==> src/rtl/core_pkg.sv <==
// rtl/core_pkg.sv - shared decode constants and ALU operation encodings
// Contents: register index width, opcode/funct constants, alu_op_e enum,
//           f3_to_alu() mapping of funct3 to the ALU operation.
package core_pkg;

  localparam int REG_AW = 3;

  localparam logic [6:0] OP_R = 7'b0110011;
  localparam logic [6:0] OP_I = 7'b0010011;

  localparam logic [2:0] F3_ADD = 3'b000;
  localparam logic [2:0] F3_XOR = 3'b100;
  localparam logic [2:0] F3_OR  = 3'b110;
  localparam logic [2:0] F3_AND = 3'b111;

  localparam logic [6:0] F7_BASE = 7'b0000000;
  localparam logic [6:0] F7_SUB  = 7'b0100000;

  typedef enum logic [2:0] {
    ALU_NOP = 3'b000,
    ALU_ADD = 3'b001,
    ALU_SUB = 3'b010,
    ALU_AND = 3'b011,
    ALU_OR  = 3'b100,
    ALU_XOR = 3'b101
  } alu_op_e;

  // ALU_NOP marks a funct3 with no base operation (treated as illegal).
  function automatic alu_op_e f3_to_alu(input logic [2:0] f3);
    case (f3)
      F3_ADD:  return ALU_ADD;
      F3_AND:  return ALU_AND;
      F3_OR:   return ALU_OR;
      F3_XOR:  return ALU_XOR;
      default: return ALU_NOP;
    endcase
  endfunction

endpackage

==> src/rtl/reg_file_8x15.sv <==
// rtl/reg_file_8x15.sv - register file, two async read ports, one sync write port
// Ports: clk, rst (sync, active-high, clears all entries), we/waddr/wdata write port,
//        raddr1/rdata1 and raddr2/rdata2 asynchronous read ports. Entry 0 reads as zero.
module reg_file_8x15
  import core_pkg::*;
#(
  parameter int XLEN = 15,
  parameter int NREG = 8
) (
  input  logic              clk,
  input  logic              rst,
  input  logic              we,
  input  logic [REG_AW-1:0] waddr,
  input  logic [XLEN-1:0]   wdata,
  input  logic [REG_AW-1:0] raddr1,
  output logic [XLEN-1:0]   rdata1,
  input  logic [REG_AW-1:0] raddr2,
  output logic [XLEN-1:0]   rdata2
);

  logic [XLEN-1:0] mem [NREG];

  always_ff @(posedge clk) begin
    if (rst) begin
      for (int i = 0; i < NREG; i++) mem[i] <= '0;
    end else if (we && waddr != '0) begin
      mem[waddr] <= wdata;
    end
  end

  assign rdata1 = (raddr1 == '0) ? '0 : mem[raddr1];
  assign rdata2 = (raddr2 == '0) ? '0 : mem[raddr2];

endmodule

==> src/rtl/id_issue.sv <==
// rtl/id_issue.sv - decode, scoreboard, writeback forwarding and one-entry issue register
// Ports: clk, rst (sync, active-high); in_valid/in_instr/in_ready instruction handshake;
//        iss_valid/iss_ready/alu_op/op1/op2/iss_rd issue to the ALU;
//        wb_valid/wb_rd/wb_data ALU writeback (low XLEN bits stored); illegal reject pulse.
module id_issue
  import core_pkg::*;
#(
  parameter int XLEN = 15,
  parameter int NREG = 8
) (
  input  logic              clk,
  input  logic              rst,
  input  logic              in_valid,
  input  logic [31:0]       in_instr,
  output logic              in_ready,
  output logic              iss_valid,
  input  logic              iss_ready,
  output logic [2:0]        alu_op,
  output logic [XLEN-1:0]   op1,
  output logic [XLEN-1:0]   op2,
  output logic [REG_AW-1:0] iss_rd,
  input  logic              wb_valid,
  input  logic [REG_AW-1:0] wb_rd,
  input  logic [31:0]       wb_data,
  output logic              illegal
);

  logic [6:0] opcode, funct7;
  logic [2:0] funct3;
  logic [4:0] rd, rs1, rs2;
  logic [XLEN-1:0] imm_sext, wb_val, rf_rdata1, rf_rdata2, op1_val, op2_val;
  logic dec_legal, dec_use_rs2;
  alu_op_e dec_op;
  logic rs1_busy, rs2_busy, hazard, accept;
  logic [NREG-1:0] pending, pending_nxt;
  logic wb_hi_unused;

  assign opcode   = in_instr[6:0];
  assign rd       = in_instr[11:7];
  assign funct3   = in_instr[14:12];
  assign rs1      = in_instr[19:15];
  assign rs2      = in_instr[24:20];
  assign funct7   = in_instr[31:25];
  assign imm_sext = {{(XLEN-12){in_instr[31]}}, in_instr[31:20]};
  assign wb_val   = wb_data[XLEN-1:0];
  assign wb_hi_unused = ^wb_data[31:XLEN];

  always_comb begin
    dec_legal   = 1'b0;
    dec_use_rs2 = 1'b0;
    dec_op      = ALU_NOP;
    case (opcode)
      OP_R: begin
        dec_use_rs2 = 1'b1;
        if (funct3 == F3_ADD && funct7 == F7_SUB) begin
          dec_legal = 1'b1;
          dec_op    = ALU_SUB;
        end else if (funct7 == F7_BASE && f3_to_alu(funct3) != ALU_NOP) begin
          dec_legal = 1'b1;
          dec_op    = f3_to_alu(funct3);
        end
      end
      OP_I: begin
        if (f3_to_alu(funct3) != ALU_NOP) begin
          dec_legal = 1'b1;
          dec_op    = f3_to_alu(funct3);
        end
      end
      default: ;
    endcase
    // Only x0..x7 exist; an index reaching beyond them rejects the instruction.
    if (rd[4:3] != 2'b00 || rs1[4:3] != 2'b00 || (dec_use_rs2 && rs2[4:3] != 2'b00))
      dec_legal = 1'b0;
  end

  // A same-cycle writeback releases the source, so it does not stall.
  assign rs1_busy = pending[rs1[2:0]] && !(wb_valid && wb_rd == rs1[2:0]);
  assign rs2_busy = dec_use_rs2 && pending[rs2[2:0]] && !(wb_valid && wb_rd == rs2[2:0]);
  assign hazard   = in_valid && dec_legal && (rs1_busy || rs2_busy);
  assign in_ready = !rst && (!iss_valid || iss_ready) && !hazard;
  assign accept   = in_valid && in_ready;

  assign op1_val = (wb_valid && rs1[2:0] != '0 && wb_rd == rs1[2:0]) ? wb_val : rf_rdata1;
  assign op2_val = !dec_use_rs2 ? imm_sext :
                   (wb_valid && rs2[2:0] != '0 && wb_rd == rs2[2:0]) ? wb_val : rf_rdata2;

  // Set after clear: a same-cycle writeback to the new rd leaves it pending.
  always_comb begin
    pending_nxt = pending;
    if (wb_valid) pending_nxt[wb_rd] = 1'b0;
    if (accept && dec_legal) pending_nxt[rd[2:0]] = 1'b1;
    pending_nxt[0] = 1'b0;
  end

  always_ff @(posedge clk) begin
    if (rst) begin
      pending   <= '0;
      iss_valid <= 1'b0;
      illegal   <= 1'b0;
      alu_op    <= '0;
      op1       <= '0;
      op2       <= '0;
      iss_rd    <= '0;
    end else begin
      pending <= pending_nxt;
      illegal <= accept && !dec_legal;
      if (accept && dec_legal) begin
        iss_valid <= 1'b1;
        alu_op    <= dec_op;
        op1       <= op1_val;
        op2       <= op2_val;
        iss_rd    <= rd[2:0];
      end else if (iss_ready) begin
        iss_valid <= 1'b0;
      end
    end
  end

  reg_file_8x15 #(.XLEN(XLEN), .NREG(NREG)) u_rf (
    .clk    (clk),
    .rst    (rst),
    .we     (wb_valid),
    .waddr  (wb_rd),
    .wdata  (wb_val),
    .raddr1 (rs1[2:0]),
    .rdata1 (rf_rdata1),
    .raddr2 (rs2[2:0]),
    .rdata2 (rf_rdata2)
  );

endmodule
==> config.mk <==
export PLATFORM = sky130hd
export DESIGN_NAME = id_issue
export DESIGN_NICKNAME = d
export VERILOG_FILES = /design/src/rtl/core_pkg.sv /design/src/rtl/reg_file_8x15.sv /design/src/rtl/id_issue.sv
export SDC_FILE = /design/constraint.sdc
export NUM_CORES = 1
export LEC_CHECK = 0
export ABC_CLOCK_PERIOD_IN_PS = 7700
export CAP_MARGIN = 10
export CORE_MARGIN = 1.5
export CORE_UTILIZATION = 50
export CTS_CLUSTER_DIAMETER = 60
export DETAILED_ROUTE_END_ITERATION = 10
export PLACE_DENSITY_LB_ADDON = 0.25
export SLEW_MARGIN = 10
export SYNTH_ARGS = -nofsm -noshare
export SYNTH_HDL_FRONTEND = slang
export SYNTH_SLANG_ARGS = --single-unit
==> constraint.sdc <==
create_clock -name clk -period 7.7 [get_ports clk]
set_clock_uncertainty 0.1 [all_clocks]
set_input_delay 1.925 -clock clk [delete_from_list [all_inputs] [get_ports clk]]
set_output_delay 1.925 -clock clk [all_outputs]
set_load 0.03 [all_outputs]
==> impl_results.md <==
* GRT Util Overall at 0.254
* EDFF count, synth at 120
* Asr flop ratio synth at 0
* Cell taking the most area after synthesis: edfxtp_1
* Reg2Reg Depth at 5
* CTS tree: built
* # DRC at 0
* Slew HR at 0.198
* P_leak at 3.52 nW
* Maxcap violations at 0
* Commonest cells after routing, fill and taps aside: 120 x edfxtp_1, 98 x and2_1, 90 x clkdlybuf4s50_1
* Final Hold Viols at 0
* Critical path arrival at 4.77 ns
* Final nets at 840
* Antenna Cells at 0
* DRT Wirelength at 22.5 mm
* WHS Path Cells at 2
* First-pass GRT wire length at 34.1 mm
* Final setup margin at 0.910 ns
* Setup Fix Bufs, Post-CTS at 0
* Syn Inst Count at 677
* Storage cell area at 4500 um^2
* DIE HEIGHT at about 130 um
* H-tree depth at 4
* Initial antenna violation count at 0
* Top post-synthesis cells by area: edfxtp_1 42%, mux4_2 16%, dfxtp_1 10%
* Final Critical Period at 6.79 ns
* Initial DRC Count at 639
* FP Rows at 47
* Top-area cell type share of the netlist area at 0.416
* Number of synthesized register bits at 165
* Status: completed
* Least-Margin Pin Slew at 1.20 ns
* Hold EP: op2[14]
* Via density at 6.18
* Required time of the critical path at 5.68 ns
* Clock net sink count at about 170
* Vias at about 6,200
* Tightest Hold Check Type: flip-flop to flip-flop
* Synth warn at 0
* Pins Over Slew Limit at 0
* TritonRoute pass-1 iters at 5
* VDD IR max at 0.148 mV
* Die area at between 15,000 and 20,000 um^2
* Area grow syn2layout at 21.0%
* Cts hold-fix bufs at 0
* Initial Util at 0.517
* Die X-Extent at 135 um
* Worst R2R Start: pending[7]
* Peak Freq at 147 MHz
* Top Ports at 111
* Power consumption at 2.22 mW
* CP Max Fanout at 20
* Post-synthesis sequential area ratio at 0.520
* Setup Viol. Count Final at 0
* Avg WL per Cell at 22.5 um
* Util after Layout at 0.625
* CP Launch Type: input port
* Synth Cell Area at between 8000 and 9000 um^2
* Most common cell after layout, fill and taps aside: edfxtp_1
* Unique masters post-synth at 51
* CTS max path bufs at 2
* Period Utilization, post-route at 0.882
* Core Box Area at 16,800 um^2
* Antenna Nets Post-Route at 0
* Pre-CTS setup slack at between 0.9 and 1 ns
* Area of the multi-input gates at 3950 um^2
* Clock transition at path regs at roughly 0.060 ns
* Setup TNS at 0 ns
* Grt total ovfl at 0
* Post-DP HPWL at 15.3 mm
* CTS root buf: clkbuf_16
* Kind of critical path: input port to output pin
* Reg2Reg Setup Slack at 4.87 ns
* Resized cells post-CTS at 0
* Worst Setup End Kind: output pin
* # fillers at 1,252
* Top FF cell, synth: edfxtp_1
* Layout cells sized above 1 at 0.194
* Syn Area/Cell at 12.8 um^2
* Routability cong. at 0.865
* R2r endpoint: alu_op[2]
* Largest net degree at the start of global routing at 63
* Cts bufs inserted at 17
* IO buf count at 93
* HP Start: op2[14]
* Power per Cell Area at about 210 nW/um^2
* Worst-skew pair later-pin latency at 0.43 ns
* RSZ-0062 raised after global routing: false
* Number of global-route vias before repair at approximately 6,200
-- final cells by class --
class                      instances  area share
clock inverter                    14      0.0222
tap                              220      0.0263
clock buffer                      17      0.0406
timing repair buffer             111       0.101
inverter                          10     0.00358
sequential                       165       0.430
multi-input combinational        463       0.377
-- flip-flops by register name, indices dropped and copies added, names as in the netlist --
signal	flops
u_rf.mem	120
op1	15
op2	15
pending	7
alu_op	3
iss_rd	3
illegal	1
iss_valid	1
-- how the worst max path moves through the flow --
stage	start	end	slack, ns	cells after the start
after floorplan	in_instr[16]	in_ready	1.83	5
after global placement	in_instr[16]	in_ready	0.94	7
after detailed placement	in_instr[16]	in_ready	0.93	7
after CTS	in_instr[16]	in_ready	0.91	7
after global routing	in_instr[16]	in_ready	0.81	7
final	in_instr[16]	in_ready	0.91	7
-- where the power goes --
| group | switching, mW | internal [mW] | leakage (nW) |
|---|---|---|---|
| registers | 0.0216 | 0.999 | 1.52 |
| logic | 0.131 | 0.116 | 1.69 |
| clock network | 0.346 | 0.604 | 0.310 |
-- kinds of logic after synthesis --
group,after synthesis,synth area share
compound gates,88,0.0823
xor+xnor,5,0.00506
buf+inv,63,0.0336
flops,165,0.520
mux,95,0.198
other cells,1,0.000433
simple gates,260,0.160
-- metal layers --
layer	wire [um]	track usage	up-vias
met1	8920	0.334	3085
met2	11100	0.425	317
li1	-	-	2739
met3	2170	0.0608	34
met4	318	0.0705	0
met5	0	0	-
-- through the flow --
step,hold slack (ns),instance area (um^2),cells
floorplan,0.359,8720,691
global placement,0.338,9810,968
detailed placement,0.347,9810,968
CTS,0.353,10500,999
global route,0.381,10500,1000
finish,0.350,10500,1000
-- worst max-delay path, stage by stage --
cell and delay (ns):
clkdlybuf4s50_1 0.48, buf_4 0.32, mux4_2 0.54, a32oi_1 0.42
nand2_1 0.09, a311oi_1 0.27, clkdlybuf4s50_1 0.71
-- cell usage after synthesis (5+ instances only) --
cell type / n
a211oi_1: 18
a21oi_1: 15
a22oi_1: 10
a311oi_2: 11
and2_1: 98
buf_2: 17
clkbuf_1: 28
dfxtp_1: 45
edfxtp_1: 120
inv_1: 10
mux2_2: 14
mux2i_1: 21
mux4_2: 60
nand2_1: 38
nand2b_1: 5
nand3_1: 8
nor2_1: 59
nor3_1: 26
nor4_1: 5
o21ai_0: 10
o22ai_1: 7
Power figures use the tool's default switching activity.
